`src/rtl/lsu_pkg.sv`:
```
// Shared constants, FSM state type and request-decode helpers for the load/store unit memory port.
package lsu_pkg;

    localparam logic [2:0] F3_B  = 3'b000;
    localparam logic [2:0] F3_H  = 3'b001;
    localparam logic [2:0] F3_W  = 3'b010;
    localparam logic [2:0] F3_BU = 3'b100;
    localparam logic [2:0] F3_HU = 3'b101;

    typedef enum logic [1:0] {
        IDLE = 2'd0,
        DATA = 2'd1,
        RESP = 2'd2
    } lsu_state_e;

    // The size lives in funct3[1:0]; the sign bit funct3[2] does not affect lanes.
    function automatic logic [3:0] be_gen(input logic [2:0] funct3, input logic [1:0] off);
        case (funct3[1:0])
            2'b00:   be_gen = 4'b0001 << off;
            2'b01:   be_gen = 4'b0011 << off;
            default: be_gen = 4'b1111;
        endcase
    endfunction

    function automatic logic misaligned(input logic [2:0] funct3, input logic [1:0] off);
        case (funct3[1:0])
            2'b01:   misaligned = off[0];
            2'b10:   misaligned = (off != 2'b00);
            default: misaligned = 1'b0;
        endcase
    endfunction

    function automatic logic funct3_illegal(input logic we, input logic [2:0] funct3);
        if (we) begin
            funct3_illegal = !(funct3 == F3_B || funct3 == F3_H || funct3 == F3_W);
        end else begin
            funct3_illegal = !(funct3 == F3_B || funct3 == F3_H || funct3 == F3_W ||
                               funct3 == F3_BU || funct3 == F3_HU);
        end
    endfunction

endpackage

```
`src/rtl/lsu_load_align.sv`:
```
// Moves the addressed byte/half/word of a memory read word to bit 0 and sign- or zero-extends it.
module lsu_load_align
    import lsu_pkg::*;
(
    input  logic [31:0] i_rdata,
    input  logic [1:0]  i_off,
    input  logic [2:0]  i_funct3,
    output logic [31:0] o_data
);

    logic [31:0] w_lane;

    assign w_lane = i_rdata >> {i_off, 3'b000};

    always_comb begin
        o_data = '0;
        case (i_funct3)
            F3_B:    o_data = {{24{w_lane[7]}}, w_lane[7:0]};
            F3_H:    o_data = {{16{w_lane[15]}}, w_lane[15:0]};
            F3_W:    o_data = w_lane;
            F3_BU:   o_data = {24'h0, w_lane[7:0]};
            F3_HU:   o_data = {16'h0, w_lane[15:0]};
            default: o_data = '0;
        endcase
    end

endmodule

```
`src/rtl/lsu_mem_ctrl.sv`:
```
// Single-outstanding load/store initiator for a 1-cycle synchronous data memory:
// IDLE drives the memory port from the request, DATA captures the read word, RESP holds the response.
module lsu_mem_ctrl
    import lsu_pkg::*;
#(
    parameter int DEPTH      = 2048,
    parameter int ADDR_WIDTH = $clog2(DEPTH),
    parameter int DATA_WIDTH = 32,
    parameter int DATA_BYTES = DATA_WIDTH / 8
) (
    input  logic                  clk,
    input  logic                  rst_n,
    input  logic                  i_req_valid,
    output logic                  o_req_ready,
    input  logic                  i_req_we,
    input  logic [2:0]            i_req_funct3,
    input  logic [31:0]           i_req_addr,
    input  logic [31:0]           i_req_wdata,
    output logic                  o_rsp_valid,
    input  logic                  i_rsp_ready,
    output logic [31:0]           o_rsp_rdata,
    output logic                  o_rsp_err,
    output logic [ADDR_WIDTH-1:0] o_mem_addr,
    output logic [DATA_WIDTH-1:0] o_mem_wdata,
    output logic [DATA_BYTES-1:0] o_mem_wen,
    input  logic [DATA_WIDTH-1:0] i_mem_rdata
);

    lsu_state_e r_state;
    lsu_state_e w_state_nxt;

    logic [1:0]            r_off;
    logic [2:0]            r_funct3;
    logic                  r_we;
    logic                  r_err;
    logic                  r_rsp_valid;
    logic [31:0]           r_rsp_rdata;
    logic                  r_rsp_err;
    logic [DATA_BYTES-1:0] w_be;
    logic                  w_req_err;
    logic                  w_accept;
    logic [31:0]           w_load_data;
    logic                  w_unused_addr;

    assign w_be      = be_gen(i_req_funct3, i_req_addr[1:0]);
    assign w_req_err = funct3_illegal(i_req_we, i_req_funct3) |
                       misaligned(i_req_funct3, i_req_addr[1:0]);
    assign w_accept  = i_req_valid & o_req_ready;

    // Upper byte-address bits wrap modulo the memory size.
    assign o_mem_addr    = i_req_addr[ADDR_WIDTH+1:2];
    assign w_unused_addr = ^i_req_addr[31:ADDR_WIDTH+2];

    always_comb begin
        o_mem_wdata = i_req_wdata;
        case (i_req_funct3[1:0])
            2'b00:   o_mem_wdata = {4{i_req_wdata[7:0]}};
            2'b01:   o_mem_wdata = {2{i_req_wdata[15:0]}};
            default: o_mem_wdata = i_req_wdata;
        endcase
    end

    always_ff @(posedge clk or negedge rst_n) begin
        if (!rst_n) begin
            r_state <= IDLE;
        end else begin
            r_state <= w_state_nxt;
        end
    end

    always_comb begin
        w_state_nxt = r_state;
        case (r_state)
            IDLE:    if (w_accept) w_state_nxt = DATA;
            DATA:    w_state_nxt = RESP;
            RESP:    if (i_rsp_ready) w_state_nxt = IDLE;
            default: w_state_nxt = IDLE;
        endcase
    end

    // Gating with rst_n keeps the memory untouched while reset is held.
    always_comb begin
        o_req_ready = 1'b0;
        o_mem_wen   = '0;
        if (r_state == IDLE) begin
            o_req_ready = rst_n;
            if (rst_n && i_req_valid && i_req_we && !w_req_err) begin
                o_mem_wen = w_be;
            end
        end
    end

    always_ff @(posedge clk or negedge rst_n) begin
        if (!rst_n) begin
            r_off    <= '0;
            r_funct3 <= '0;
            r_we     <= 1'b0;
            r_err    <= 1'b0;
        end else if (w_accept) begin
            r_off    <= i_req_addr[1:0];
            r_funct3 <= i_req_funct3;
            r_we     <= i_req_we;
            r_err    <= w_req_err;
        end
    end

    lsu_load_align u_load_align (
        .i_rdata  (i_mem_rdata),
        .i_off    (r_off),
        .i_funct3 (r_funct3),
        .o_data   (w_load_data)
    );

    always_ff @(posedge clk or negedge rst_n) begin
        if (!rst_n) begin
            r_rsp_valid <= 1'b0;
            r_rsp_rdata <= '0;
            r_rsp_err   <= 1'b0;
        end else if (r_state == DATA) begin
            r_rsp_valid <= 1'b1;
            r_rsp_rdata <= (r_we || r_err) ? 32'h0 : w_load_data;
            r_rsp_err   <= r_err;
        end else if (r_state == RESP && i_rsp_ready) begin
            r_rsp_valid <= 1'b0;
        end
    end

    assign o_rsp_valid = r_rsp_valid;
    assign o_rsp_rdata = r_rsp_rdata;
    assign o_rsp_err   = r_rsp_err;

endmodule

```
`config.mk`:
```
export PLATFORM = sky130hd
export DESIGN_NAME = lsu_mem_ctrl
export DESIGN_NICKNAME = d
export VERILOG_FILES = /design/src/rtl/lsu_pkg.sv /design/src/rtl/lsu_load_align.sv /design/src/rtl/lsu_mem_ctrl.sv
export SDC_FILE = /design/constraint.sdc
export NUM_CORES = 1
export LEC_CHECK = 0
export BUFFER_PORTS_ARGS = -buffer_cell sky130_fd_sc_hd__buf_2
export CORE_MARGIN = 2
export CORE_UTILIZATION = 30
export DETAILED_ROUTE_END_ITERATION = 16
export PLACE_DENSITY_LB_ADDON = 0.1
export SYNTH_ARGS = -nofsm -noshare
export SYNTH_HDL_FRONTEND = slang
export SYNTH_SLANG_ARGS = --single-unit
```
`constraint.sdc`:
```
create_clock -name clk -period 2.4 [get_ports clk]
set_input_delay 0.36 -clock clk [delete_from_list [all_inputs] [get_ports clk]]
set_output_delay 0.36 -clock clk [all_outputs]
set_load 0.1 [all_outputs]
```
==> results.cfg <==
[global_route]
grt_use_met1_pct = 23.32
grt_util_met2_pct = 28.19
antenna_found_initial = 0
grt_usage_pct = 17.71
grt_max_degree = 44
grt-ovfl-total = 0
grt_pass1_vias = 2581
grt.busiest_layer = met2
met3_usage_pct = 6.172
grt_pass1_wl_mm = 14.01

[power_and_ir_drop]
power.switching_mw = 2.313
internal_power_mw = 1.722
seqPwrFrac_pct = 26.0
clockPowerShare_pct = 11.7
cellPowerDensity_nw_per_um2 = 1006
p_comb_share_pct = 62.2
finalPower_mw = 4.035
leakage_nw = 2.061
swShare_pct = 57.33
max-vdd-ir-drop_v = 0.0003397

[synthesis]
synth_edf_count = 0
syn_inst = 297
seq_area_frac_synth_pct = 38.55
synth_cell_types = 40
syn-cell-area_um2 = 2791
ys.flop_type = dfrtp_1
ys_seq_elements = 43
syn-num-nets = 404
postSynthAreaPerCell_um2 = 9.399
yosys_warnings = 0
async_flop_share_pct = 100.0

[drt]
remaining_drc_errors = 0
drt_iter0_markers = 101
viasPerCell = 5.009
routed_wl_mm = 8.911
ant_nets = 0
dr_total_vias = 2665
dr.pass1.iters = 4
wl_per_cell_um = 16.75

[final_layout]
diodes = 0
layout_common_cells = buf_2, dfrtp_1, nand2_1, buf_12, mux2i_1
nets = 528
layout_commonest_cell = buf_2
area_delta_synth_final_pct = 43.61
drive_gt1_share_pct = 47.03

[die]
dieArea_um2 = 10090
start_util_pct = 30.50
rows = 35
die_x_um = 100.5
io_pins = 186
dieHeight_um = 100.5
core-area_um2 = 9153

[timing]
skew_ns = 0.009910
fin_tns_setup_ns = 0
fin_crit_ns = 2.191
fmax_ghz = 0.4565
setup_viol = 0
hold_viol = 0
rsz0062_at_grt = no
tightest_slew_ns = 0.7837
slew_headroom_pct = 47.70
drv_slew = 0
period_share_pct = 91.28

[hold_path]
min_path_type = primary input to asynchronous set/reset pin

[placement]
gp_congestion = 0.8163
io_buffers = 144
hpwl_mm = 7.089

[run]
cap_violations = 0

[clock_tree]
hold_buffers = 0
max-clock-path-buffers = 2
cts_tree = yes
postCtsSetupRepairBufs = 0
clk_latency_ns = 0.30
cts-root-buf = clkbuf_8
h-tree-depth = 2
cts_resized = 0
clk_pin_slew_worst_paths_ns = 0.08
cts_buffers = 5
cts_sinks = 43

[setup_path]
startpoint_type = flop
arrival_ns = 1.83
setup.worst_path.end_class = primary output
critPathKind = flop to primary output
cp_max_fo = 6
required_ns = 2.04

[outcome]
outcome = finished clean
## cell families after synthesis
group,Yosys count,synth area share [%]
muxes,36,13.63
DFF,43,38.55
and+or+nand+nor,99,17.30
AOI/OAI and AO/OA,73,20.35
adders and majority gates,3,1.345
buffers and inverters,43,8.830
## layer usage
| metal | share of wire [%] | wire, µm |
|---|---|---|
| met4 | 1.0 | 89 |
| met3 | 8.1 | 720 |
| met2 | 47 | 4199 |
| met1 | 44 | 3901 |
| met5 | 0 | 0 |
## final cells by class
cell class,instances,area [µm²]
fillers,933,5144
multi-input cells,211,1538
repair buffers,156,1154
flip-flops and latches,43,1076
well taps,111,138.9
clock buffers,6,82.58
inverters,4,15.01
clock inverters,1,5.005
## Yosys cell counts (5+ instances only)
cell | count | share of area (%)
a21oi_1 | 7 | 1.3
nand2_1 | 44 | 5.9
a211o_1 | 7 | 2.2
a22oi_1 | 9 | 2.4
dfrtp_1 | 43 | 39
a221o_1 | 8 | 2.9
o21ai_0 | 9 | 1.6
mux2i_1 | 20 | 7.2
nand3_1 | 8 | 1.4
buf_2 | 5 | 0.90
a22o_1 | 9 | 2.8
nor2b_1 | 8 | 1.8
nor2_1 | 18 | 2.4
buf_4 | 19 | 5.1
mux2_2 | 16 | 6.5
clkbuf_1 | 13 | 1.7
a32o_1 | 7 | 2.5
and2_1 | 7 | 1.6
o211ai_1 | 9 | 2.4
## critical path, cell delays in order (launching register included)
cell and delay [ns]:
dfrtp_1 0.46, nor3b_4 0.29, and2_1 0.19, nand4_1 0.08, buf_4 0.18, a21oi_4 0.15, buf_12 0.19
## worst paths after layout
| kind | start | to | slack, ns | depth (start not counted) |
|---|---|---|---|---|
| max | r_state[0] | o_mem_wen[1] | 0.21 | 6 |
| min | rst_n | o_rsp_rdata[29] | 0.19 | 2 |
| max reg2reg | r_state[1] | o_rsp_rdata[21] | 0.38 | 4 |
| min reg2reg | o_rsp_rdata[15] | o_rsp_rdata[15] | 0.49 | 2 |
| max in group asynchronous | rst_n | o_rsp_rdata[18] | 1.82 | 2 |
| min in group clk | i_rsp_ready | r_state[1] | 0.32 | 4 |
## stage by stage
stage          hold WS, ns  std cells  worst slack [ns]  area (µm²)  util (%)
2_1_floorplan      0.06441        297           -0.6500        2867         -
3_3_place_gp        0.4637        525            0.3020        3921     42.84
3_5_place_dp        0.4767        525            0.2889        3921     42.84
4_1_cts             0.2294        532            0.1515        4009     43.80
5_1_grt             0.2312        532           0.07420        4009     43.80
6_report            0.1871        532            0.2092        4009     43.80
## power groups by stage
stage | combinational (mW) | sequential [mW] | clock (mW)
after floorplan | 1.03 | 2.09 | 0
after global placement | 2.51 | 1.06 | 0
after detailed placement | 2.52 | 1.07 | 0
after CTS | 2.52 | 1.05 | 0.490
after global routing | 2.62 | 1.08 | 0.521
final | 2.51 | 1.05 | 0.474
## flip-flops by register name, summed over array words and instances, names as in the netlist
name and count:
o_rsp_rdata 32, r_funct3 3, r_off 2, r_state 2, o_rsp_err 1, o_rsp_valid 1, r_err 1, r_we 1
(Power assumes the default switching activity.)
